## src/rtl/mem_port_arbiter_pkg.sv

```systemverilog
// Shared types for the SAYEH memory-port arbiter: FSM state encoding, grant IDs and a direction helper.
package mem_port_arbiter_pkg;

  localparam int ADDR_W_DEF = 16;
  localparam int DATA_W_DEF = 16;
  localparam int WAIT_MAX_DEF = 15;
  localparam int CNT_W = 8;

  typedef enum logic [1:0] {
    IDLE = 2'd0,
    XFER = 2'd1,
    DONE = 2'd2
  } arbState_e;

  typedef enum logic {
    GNT_CPU = 1'b0,
    GNT_DMA = 1'b1
  } grant_e;

  // A requester asserting both strobes is treated as a writer.
  function automatic logic dirRead(input logic rd, input logic wr);
    return rd && !wr;
  endfunction

endpackage

```

## src/rtl/mem_port_arbiter_pick.sv

```systemverilog
// Combinational winner select for the memory port.
// ARB_ROUND_ROBIN_EN alternates ties against lastGrant; otherwise the CPU wins ties.
module mem_arb_pick
  import mem_port_arbiter_pkg::*;
(
  input  logic   cpuReq,
  input  logic   dmaReq,
  input  grant_e lastGrant,
  output grant_e grant
);

`ifdef ARB_ROUND_ROBIN_EN
  always_comb begin
    grant = GNT_CPU;
    if (cpuReq && dmaReq) begin
      grant = (lastGrant == GNT_CPU) ? GNT_DMA : GNT_CPU;
    end else if (dmaReq) begin
      grant = GNT_DMA;
    end
  end
`else
  // Fixed priority keeps lastGrant on the port so both builds share one interface.
  logic unusedLastGrant;
  assign unusedLastGrant = lastGrant;

  always_comb begin
    grant = GNT_CPU;
    if (!cpuReq && dmaReq) begin
      grant = GNT_DMA;
    end
  end
`endif

endmodule

```

## src/rtl/mem_port_arbiter.sv

```systemverilog
// Shares the SAYEH memory port between CPU and DMA: arbitrate, one transfer, done pulse, watchdog abort.
// Build option: ARB_ROUND_ROBIN_EN selects alternating tie-break inside mem_arb_pick.
module mem_port_arbiter
  import mem_port_arbiter_pkg::*;
#(
  parameter int ADDR_W   = ADDR_W_DEF,
  parameter int DATA_W   = DATA_W_DEF,
  parameter int WAIT_MAX = WAIT_MAX_DEF
) (
  input  logic              clk,
  input  logic              ExternalReset_n,
  input  logic              cpu_rd,
  input  logic              cpu_wr,
  input  logic [ADDR_W-1:0] cpu_addr,
  input  logic [DATA_W-1:0] cpu_wdata,
  output logic [DATA_W-1:0] cpu_rdata,
  output logic              cpu_done,
  input  logic              dma_rd,
  input  logic              dma_wr,
  input  logic [ADDR_W-1:0] dma_addr,
  input  logic [DATA_W-1:0] dma_wdata,
  output logic [DATA_W-1:0] dma_rdata,
  output logic              dma_done,
  output logic              mem_rd,
  output logic              mem_wr,
  output logic [ADDR_W-1:0] mem_addr,
  output logic [DATA_W-1:0] mem_wdata,
  input  logic [DATA_W-1:0] mem_rdata,
  input  logic              mem_ready,
  output logic              timeout_err
);

  localparam logic [CNT_W-1:0] WAIT_LIMIT = CNT_W'(WAIT_MAX);

  arbState_e         stateReg, stateNext;
  grant_e            winnerReg, winnerNext;
  grant_e            lastGrantReg, lastGrantNext;
  grant_e            pickGrant;
  logic [CNT_W-1:0]  cntReg, cntNext;
  logic              memRdReg, memRdNext;
  logic              memWrReg, memWrNext;
  logic [ADDR_W-1:0] memAddrReg, memAddrNext;
  logic [DATA_W-1:0] memWdataReg, memWdataNext;
  logic [DATA_W-1:0] cpuRdataReg, cpuRdataNext;
  logic [DATA_W-1:0] dmaRdataReg, dmaRdataNext;
  logic              cpuDoneReg, cpuDoneNext;
  logic              dmaDoneReg, dmaDoneNext;
  logic              timeoutReg, timeoutNext;
  logic              cpuReq, dmaReq;

  assign cpuReq = cpu_rd | cpu_wr;
  assign dmaReq = dma_rd | dma_wr;

  mem_arb_pick uPick (
    .cpuReq    (cpuReq),
    .dmaReq    (dmaReq),
    .lastGrant (lastGrantReg),
    .grant     (pickGrant)
  );

  always_ff @(posedge clk) begin
    if (!ExternalReset_n) begin
      stateReg     <= IDLE;
      winnerReg    <= GNT_CPU;
      lastGrantReg <= GNT_DMA;
      cntReg       <= '0;
      memRdReg     <= 1'b0;
      memWrReg     <= 1'b0;
      memAddrReg   <= '0;
      memWdataReg  <= '0;
      cpuRdataReg  <= '0;
      dmaRdataReg  <= '0;
      cpuDoneReg   <= 1'b0;
      dmaDoneReg   <= 1'b0;
      timeoutReg   <= 1'b0;
    end else begin
      stateReg     <= stateNext;
      winnerReg    <= winnerNext;
      lastGrantReg <= lastGrantNext;
      cntReg       <= cntNext;
      memRdReg     <= memRdNext;
      memWrReg     <= memWrNext;
      memAddrReg   <= memAddrNext;
      memWdataReg  <= memWdataNext;
      cpuRdataReg  <= cpuRdataNext;
      dmaRdataReg  <= dmaRdataNext;
      cpuDoneReg   <= cpuDoneNext;
      dmaDoneReg   <= dmaDoneNext;
      timeoutReg   <= timeoutNext;
    end
  end

  always_comb begin
    stateNext     = stateReg;
    winnerNext    = winnerReg;
    lastGrantNext = lastGrantReg;
    cntNext       = cntReg;
    memRdNext     = memRdReg;
    memWrNext     = memWrReg;
    memAddrNext   = memAddrReg;
    memWdataNext  = memWdataReg;
    cpuRdataNext  = cpuRdataReg;
    dmaRdataNext  = dmaRdataReg;
    cpuDoneNext   = 1'b0;
    dmaDoneNext   = 1'b0;
    timeoutNext   = 1'b0;

    case (stateReg)
      IDLE: begin
        if (cpuReq || dmaReq) begin
          winnerNext = pickGrant;
          cntNext    = '0;
          stateNext  = XFER;
          if (pickGrant == GNT_CPU) begin
            memAddrNext  = cpu_addr;
            memWdataNext = cpu_wdata;
            memWrNext    = cpu_wr;
            memRdNext    = dirRead(cpu_rd, cpu_wr);
          end else begin
            memAddrNext  = dma_addr;
            memWdataNext = dma_wdata;
            memWrNext    = dma_wr;
            memRdNext    = dirRead(dma_rd, dma_wr);
          end
        end
      end

      XFER: begin
        cntNext = cntReg + 1'b1;
        // mem_ready on the final allowed cycle still completes normally.
        if (mem_ready || (cntNext == WAIT_LIMIT)) begin
          memRdNext   = 1'b0;
          memWrNext   = 1'b0;
          stateNext   = DONE;
          timeoutNext = !mem_ready;
          cpuDoneNext = (winnerReg == GNT_CPU);
          dmaDoneNext = (winnerReg == GNT_DMA);
          if (memRdReg) begin
            if (winnerReg == GNT_CPU) begin
              cpuRdataNext = mem_ready ? mem_rdata : '0;
            end else begin
              dmaRdataNext = mem_ready ? mem_rdata : '0;
            end
          end
        end
      end

      DONE: begin
        lastGrantNext = winnerReg;
        stateNext     = IDLE;
      end

      default: begin
        stateNext = IDLE;
        memRdNext = 1'b0;
        memWrNext = 1'b0;
      end
    endcase
  end

  assign cpu_rdata   = cpuRdataReg;
  assign dma_rdata   = dmaRdataReg;
  assign cpu_done    = cpuDoneReg;
  assign dma_done    = dmaDoneReg;
  assign mem_rd      = memRdReg;
  assign mem_wr      = memWrReg;
  assign mem_addr    = memAddrReg;
  assign mem_wdata   = memWdataReg;
  assign timeout_err = timeoutReg;

endmodule
```

## config.mk

```make
export PLATFORM = sky130hd
export DESIGN_NAME = mem_port_arbiter
export DESIGN_NICKNAME = d
export VERILOG_FILES = /design/src/rtl/mem_port_arbiter_pkg.sv /design/src/rtl/mem_port_arbiter_pick.sv /design/src/rtl/mem_port_arbiter.sv
export SDC_FILE = /design/constraint.sdc
export NUM_CORES = 1
export LEC_CHECK = 0
export ABC_AREA = 1
export BUFFER_PORTS_ARGS = -buffer_cell sky130_fd_sc_hd__buf_4
export CAP_MARGIN = 30
export CORE_AREA = 2 2 88 90
export CTS_CLUSTER_SIZE = 24
export DETAILED_ROUTE_END_ITERATION = 10
export DIE_AREA = 0 0 90 92
export HOLD_SLACK_MARGIN = 0.12
export PLACE_DENSITY = 0.84
export SLEW_MARGIN = 15
export SYNTH_ARGS = -nofsm -noshare
export SYNTH_HDL_FRONTEND = slang
export SYNTH_SLANG_ARGS = --single-unit
```

## constraint.sdc

```tcl
create_clock -name clk -period 4.2 [get_ports clk]
set_input_delay 0.21 -clock clk [delete_from_list [all_inputs] [get_ports clk]]
set_output_delay 0.21 -clock clk [all_outputs]
set_load 0.05 [all_outputs]
```

==> results of run 1 <==
-- power groups by stage --
stage,Sequential [mW],Combinational (mW),Clock (mW)
final,0.839,0.466,0.588
after global routing,0.845,0.500,0.633
after CTS,0.839,0.464,0.599
after detailed placement,0.856,0.464,0
after global placement,0.853,0.451,0
after floorplan,1.00,0.143,0
-- metal layers --
metal,vias to the layer above,wire length [um],GRT usage [%]
met5,-,0,0
met4,0,162,7.95
met3,14,879,7.07
met2,166,4970,43.2
met1,1774,4120,28.4
li1,2028,-,-
-- through the flow --
step	setup slack, ns	std cells	total power [mW]	util, %	instance area (sq um)
after CTS	1.85	802	1.90	68.5	5100
after detailed placement	1.86	787	1.32	65.7	4890
after global placement	1.97	786	1.30	65.4	4870
final	1.87	803	1.89	68.8	5130
after global routing	1.56	803	1.98	68.8	5130
after floorplan	2.47	561	1.15	-	3700
-- critical path, stage by stage (launching register included) --
cell     delay, ns
dfxtp_1       0.46
ha_1          0.23
nand3_1       0.14
o21ai_1       0.15
nand2_1       0.08
nor2_1        0.10
nand2_1       0.11
nand2_4       0.24
nand3_2       0.41
nand2_1       0.19
nand2_1       0.06
nor2_1        0.10
-- cell families after synthesis --
kind of cell	synth area share [%]
flip-flops	43.3
AO/OA/AOI/OAI	12.0
adder cells (fa/ha/maj)	0.677
AND/OR/NAND/NOR	31.7
XOR/XNOR	0.237
buffers and inverters	12.1
-- sequential cells by signal (all words and copies together), names as in the netlist --
name,flops
cntReg,8
dma_done,1
stateReg,2
mem_wr,1
dma_rdata,16
mem_rd,1
cpu_rdata,16
timeout_err,1
mem_wdata,16
mem_addr,16
winnerReg,1
cpu_done,1
-- cells in the final DEF, fill, tap and decap left out, types with 2 or more instances in the layout --
cell / count
nor2_1: 57
a21oi_1: 11
clkinv_2: 2
nand3_1: 6
o21ai_0: 33
dfxtp_1: 80
nand4_1: 24
inv_1: 78
buf_4: 157
a31oi_1: 32
inv_2: 2
clkbuf_8: 12
nand2_1: 188
ha_1: 2
-- final cells by class --
class | instances | area (sq um)
clock buffers | 12 | 165
clock inverters | 3 | 40.0
fillers | 642 | 2320
inverters | 81 | 304
multi-input cells | 366 | 1660
flip-flops and latches | 80 | 1600
well taps | 102 | 128
repair buffers | 159 | 1230
-- path summary, 6_finish.rpt --
kind / from / to / depth (start not counted)
max reg2reg: cntReg[0] / dma_rdata[11] / 11
max: cntReg[0] / dma_rdata[11] / 11
min: dma_wdata[1] / mem_wdata[1] / 3
min reg2reg: cntReg[7] / cntReg[7] / 2
==> results.sh, run 1 <==
export IMPL_status="complete, no violations"
export IMPL_die_h_um=92
export IMPL_overflow=0
export IMPL_die_area_sq_um=8280
export IMPL_syn_to_final_growth_pct=38.6
export IMPL_p_comb_share_pct=24.6
export IMPL_fin_crit_sh_pct=55.5
export IMPL_synth_fp_nets=650
export IMPL_start_util_pct=49.6
export IMPL_vias=3982
export IMPL_cts_max_level=3
export IMPL_cts_reportedPaths_clkPinSlew_ns=0.08
export IMPL_cts_resized_gates=0
export IMPL_power_density_nw_per_um2=369
export IMPL_ctsHoldBuffers=0
export IMPL_p_sw_uw=607
export IMPL_place_congestion=0.826
export IMPL_peakVddDrop_uv=258
export IMPL_synth_area_leaders="dfxtp_1 43%, nand2_1 19%, inv_1 7.9%, nor2_1 5.9%, a31oi_1 5.4%"
export IMPL_ctsRootBufferMaster="clkbuf_8"
export IMPL_routed_via_density=4.96
export IMPL_clock_sinks=80
export IMPL_ys_flop_type="dfxtp_1"
export IMPL_final_hold_viol_count=0
export IMPL_cp_start_kind="flip-flop"
export IMPL_ys_types=27
export IMPL_p_leak_nw=2.57
export IMPL_netlist_area_leader_share_pct=43.3
export IMPL_clock_latency_ns=0.34
export IMPL_syn_area_sq_um=3700
export IMPL_async_flop_share_pct=0
export IMPL_seqPwrFrac_pct=44.3
export IMPL_synth_edf_count=0
export IMPL_pwr_share_clk_pct=31.1
export IMPL_cts_max_path_buffers=2
export IMPL_relSlewSlack_pct=40.1
export IMPL_crit_arrival_ns=2.62
export IMPL_max_freq_ghz=0.429
export IMPL_regToRegSetupSlack_ns=1.87
export IMPL_hold_slack_ns=0.137
export IMPL_min_path_type="primary input to flip-flop"
export IMPL_post_dp_hpwl_mm=7.42
export IMPL_synthTopCellsByCount="188 x nand2_1, 80 x dfxtp_1, 78 x inv_1"
export IMPL_synth_area_leader_cell="dfxtp_1"
export IMPL_wl_per_cell_um=12.6
export IMPL_min_period_ns=2.33
export IMPL_p_int_mw=1.29
export IMPL_yosysSeqAreaShare_pct=43.3
export IMPL_drv_slew=0
export IMPL_syn_inst=561
export IMPL_end_kind="flip-flop"
export IMPL_post_synth_top_count_cell="nand2_1"
export IMPL_top_level_ports=156
export IMPL_crit_type="flip-flop to flip-flop"
export IMPL_cp_max_fo=27
export IMPL_antenna_found_initial=0
export IMPL_drc_errors=0
export IMPL_die_x_um=90
export IMPL_ant_nets=0
export IMPL_cts_made_buffers=9
export IMPL_drtIter0Drc=191
export IMPL_drive_gt1_share_pct=26.1
export IMPL_grt_pass1_vias=3690
export IMPL_post_cts_setup_buffer_count=0
export IMPL_rsz0062_at_grt="false"
export IMPL_coreArea_sq_um=7450
export IMPL_drt_pass1_iterations=5
export IMPL_fin_setup_tns_ns=0
export IMPL_avgSynthCellArea_sq_um=6.59
export IMPL_cp_required_ns=4.48
export IMPL_wirelength_mm=10.1
export IMPL_io_buffers=155
export IMPL_worst_clock_skew_ns=0.00830
export IMPL_cts_tree="done"
export IMPL_maxCapViolations=0
export IMPL_grt_pass1_wl_mm=16.7
export IMPL_final_nets=786
export IMPL_swShare_pct=32.0
export IMPL_rows=32
export IMPL_tightest_slew_ns=0.895
export IMPL_setup_violations=0
export IMPL_grt_max_degree=70
export IMPL_yosys_warnings=0
export IMPL_track_usage_pct=24.4
export IMPL_synth_seq_cells=80
export IMPL_antenna_cells=0
Power figures use the tool's default switching activity.
==> run 2: changes to the inputs <==
Settings changed: ABC_AREA 1 to 0, CORE_AREA 2 2 88 90 to 2 2 92 94, DIE_AREA 0 0 90 92 to 0 0 94 96, PLACE_DENSITY 0.84 to 0.78.
Clock period 4.2 ns to 2.42 ns, I/O delays scaled along.
==> results.sh, run 2 <==
export IMPL_post_dp_hpwl_mm=6.98
export IMPL_ctsRootBufferMaster="clkbuf_8"
export IMPL_max_stage_delay_ns=0.44
export IMPL_peakVddDrop_uv=345
export IMPL_vias=3814
export IMPL_cts_max_level=3
export IMPL_post_cts_setup_buffer_count=0
export IMPL_max_freq_ghz=0.460
export IMPL_async_flop_share_pct=0
export IMPL_wirelength_mm=10.3
export IMPL_cp_required_ns=2.62
export IMPL_syn_area_sq_um=3720
export IMPL_maxCapViolations=0
export IMPL_critical_path_slowest_cell="dfxtp_1"
export IMPL_wl_per_cell_um=15.2
export IMPL_ys_flop_type="dfxtp_1"
export IMPL_overflow=0
export IMPL_synth_area_leaders="dfxtp_1 43%, mux2i_1 8.6%, nor2_1 7.7%, a41oi_1 7.3%, a211oi_1 6.9%"
export IMPL_fin_area_sq_um=5270
export IMPL_clock_sinks=80
export IMPL_min_period_ns=2.17
export IMPL_syn_to_final_growth_pct=41.6
export IMPL_grt_pass1_vias=3496
export IMPL_final_cell_mix="162 x buf_4, 80 x dfxtp_1, 76 x nor2_1"
export IMPL_ant_nets=0
export IMPL_synthTopCellsByCount="80 x dfxtp_1, 76 x nor2_1, 40 x o21ai_0"
export IMPL_synth_fp_nets=504
export IMPL_status="complete, no violations"
export IMPL_antenna_cells=0
export IMPL_p_int_mw=2.19
export IMPL_grt_pass1_wl_mm=16.4
export IMPL_cp_max_fo=35
export IMPL_p_leak_nw=2.23
export IMPL_place_congestion=0.891
export IMPL_crit_chain="ha_1 > xor2_1 > nand3b_2 > o41ai_4 > buf_4 > a41oi_1"
export IMPL_swShare_pct=32.4
export IMPL_multi_input_area_sq_um=1900
export IMPL_mostFrequentLayoutCell="buf_4"
export IMPL_crit_type="flip-flop to flip-flop"
export IMPL_grt_max_degree=66
export IMPL_rows=33
export IMPL_drtIter0Drc=197
export IMPL_track_usage_pct=22.7
export IMPL_place_worst_setup_slack_ns=0.373
export IMPL_yosys_warnings=0
export IMPL_p_comb_share_pct=24.5
export IMPL_clock_latency_ns=0.35
export IMPL_drive_gt1_share_pct=32.6
export IMPL_dpl_cell_area_sq_um=4880
export IMPL_crit_buf_inv=1
export IMPL_post_synth_top_count_cell="dfxtp_1"
export IMPL_coreArea_sq_um=8050
export IMPL_synth_edf_count=0
export IMPL_die_x_um=94
export IMPL_fill_cells=653
export IMPL_pwr_share_clk_pct=31.0
export IMPL_setup_violations=0
export IMPL_power_density_nw_per_um2=615
export IMPL_synth_area_leader_cell="dfxtp_1"
export IMPL_worst_clock_skew_ns=0.0107
export IMPL_netlist_area_leader_share_pct=43.0
export IMPL_cts_reportedPaths_clkPinSlew_ns=0.09
export IMPL_drv_slew=0
export IMPL_regArea_sq_um=1600
export IMPL_fin_setup_tns_ns=0
export IMPL_worst_path_dominant_cell_family="compound AO/OA/AOI/OAI gates"
export IMPL_tightest_slew_ns=0.797
export IMPL_antenna_found_initial=0
export IMPL_cts_made_buffers=9
export IMPL_cts_tree="done"
export IMPL_hold_slack_ns=0.124
export IMPL_setup_ws_ns=0.248
export IMPL_io_buffers=155
export IMPL_crit_arrival_ns=2.37
export IMPL_fin_crit_sh_pct=89.7
export IMPL_avgSynthCellArea_sq_um=8.97
export IMPL_min_path_type="primary input to flip-flop"
export IMPL_top_level_ports=156
export IMPL_end_kind="flip-flop"
export IMPL_relSlewSlack_pct=46.6
export IMPL_ys_types=50
export IMPL_drc_errors=0
export IMPL_final_nets=660
export IMPL_cts_max_path_buffers=2
export IMPL_start_util_pct=46.2
export IMPL_synth_seq_cells=80
export IMPL_rsz0062_at_grt="false"
export IMPL_final_hold_viol_count=0
export IMPL_die_h_um=96
export IMPL_die_area_sq_um=9020
export IMPL_cp_start_kind="flip-flop"
export IMPL_syn_inst=415
export IMPL_routed_via_density=5.60
export IMPL_yosysSeqAreaShare_pct=43.0
export IMPL_drt_pass1_iterations=5
export IMPL_p_sw_mw=1.05
export IMPL_seqPwrFrac_pct=44.5
run 2: cell count changes after synthesis, moves of 22 or more:
cell	change
nand4_1	-22
mux2i_1	+32
a31oi_1	-29
inv_1	-74
a211oi_1	+34
nand2_1	-169
a41oi_1	+31
run 2: power by group through the flow:
| stage | sequential (mW) | combinational [mW] | clock (mW) |
|---|---|---|---|
| final | 1.44 | 0.795 | 1.00 |
| after global routing | 1.45 | 0.850 | 1.08 |
| after CTS | 1.44 | 0.793 | 1.02 |
| after detailed placement | 1.47 | 0.765 | 0 |
| after global placement | 1.47 | 0.754 | 0 |
| after floorplan | 1.70 | 0.263 | 0 |
run 2: logic make-up after synthesis:
group,count (synthesis),share of synthesized area (%)
compound gates,131,25.0
simple gates,127,16.1
flops,80,43.0
buf+inv,41,6.15
mux,32,8.60
xor+xnor,2,0.471
fa+ha+maj,2,0.672
run 2: metal layers:
layer,up-vias,track usage (%),wire [um]
met2,167,38.0,5030
met1,1785,28.5,4350
met5,-,0,0
li1,1848,-,-
met4,0,6.16,134
met3,14,7.05,828
run 2: area by class of cell:
type	instances	share of cell area, %
Clock inverter	7	1.47
Sequential cell	80	30.4
Clock buffer	9	2.35
Tap cell	105	2.49
Multi-Input combinational cell	294	36.0
Timing Repair Buffer	182	27.0
Inverter	4	0.285
run 2: path summary, 6_finish.rpt:
path | startpoint | endpoint | slack [ns] | cells after the start
hold / removal | cpu_wdata[2] | mem_wdata[2] | 0.12 | 3
hold reg to reg | mem_addr[8] | mem_addr[8] | 0.50 | 2
setup reg to reg | cntReg[0] | dma_rdata[9] | 0.25 | 6
setup / recovery | cntReg[0] | dma_rdata[9] | 0.25 | 6
run 2: tightest hold or removal path, stage by stage:
cell and delay (ns):
buf_4 0.11, mux2i_1 0.11, a211oi_1 0.08
run 2: timing repair:
item,4_1_cts,5_1_grt
gates resized for setup,0,0
hold buffers,19,0
endpoints found under the hold margin,11,0
run 2: per-stage QoR:
step,utilization [%],total power [mW],instances
2_1_floorplan,-,1.96,415
3_3_place_gp,60.6,2.22,646
3_5_place_dp,60.6,2.23,646
4_1_cts,65.5,3.26,681
5_1_grt,65.5,3.38,681
6_report,65.5,3.24,681
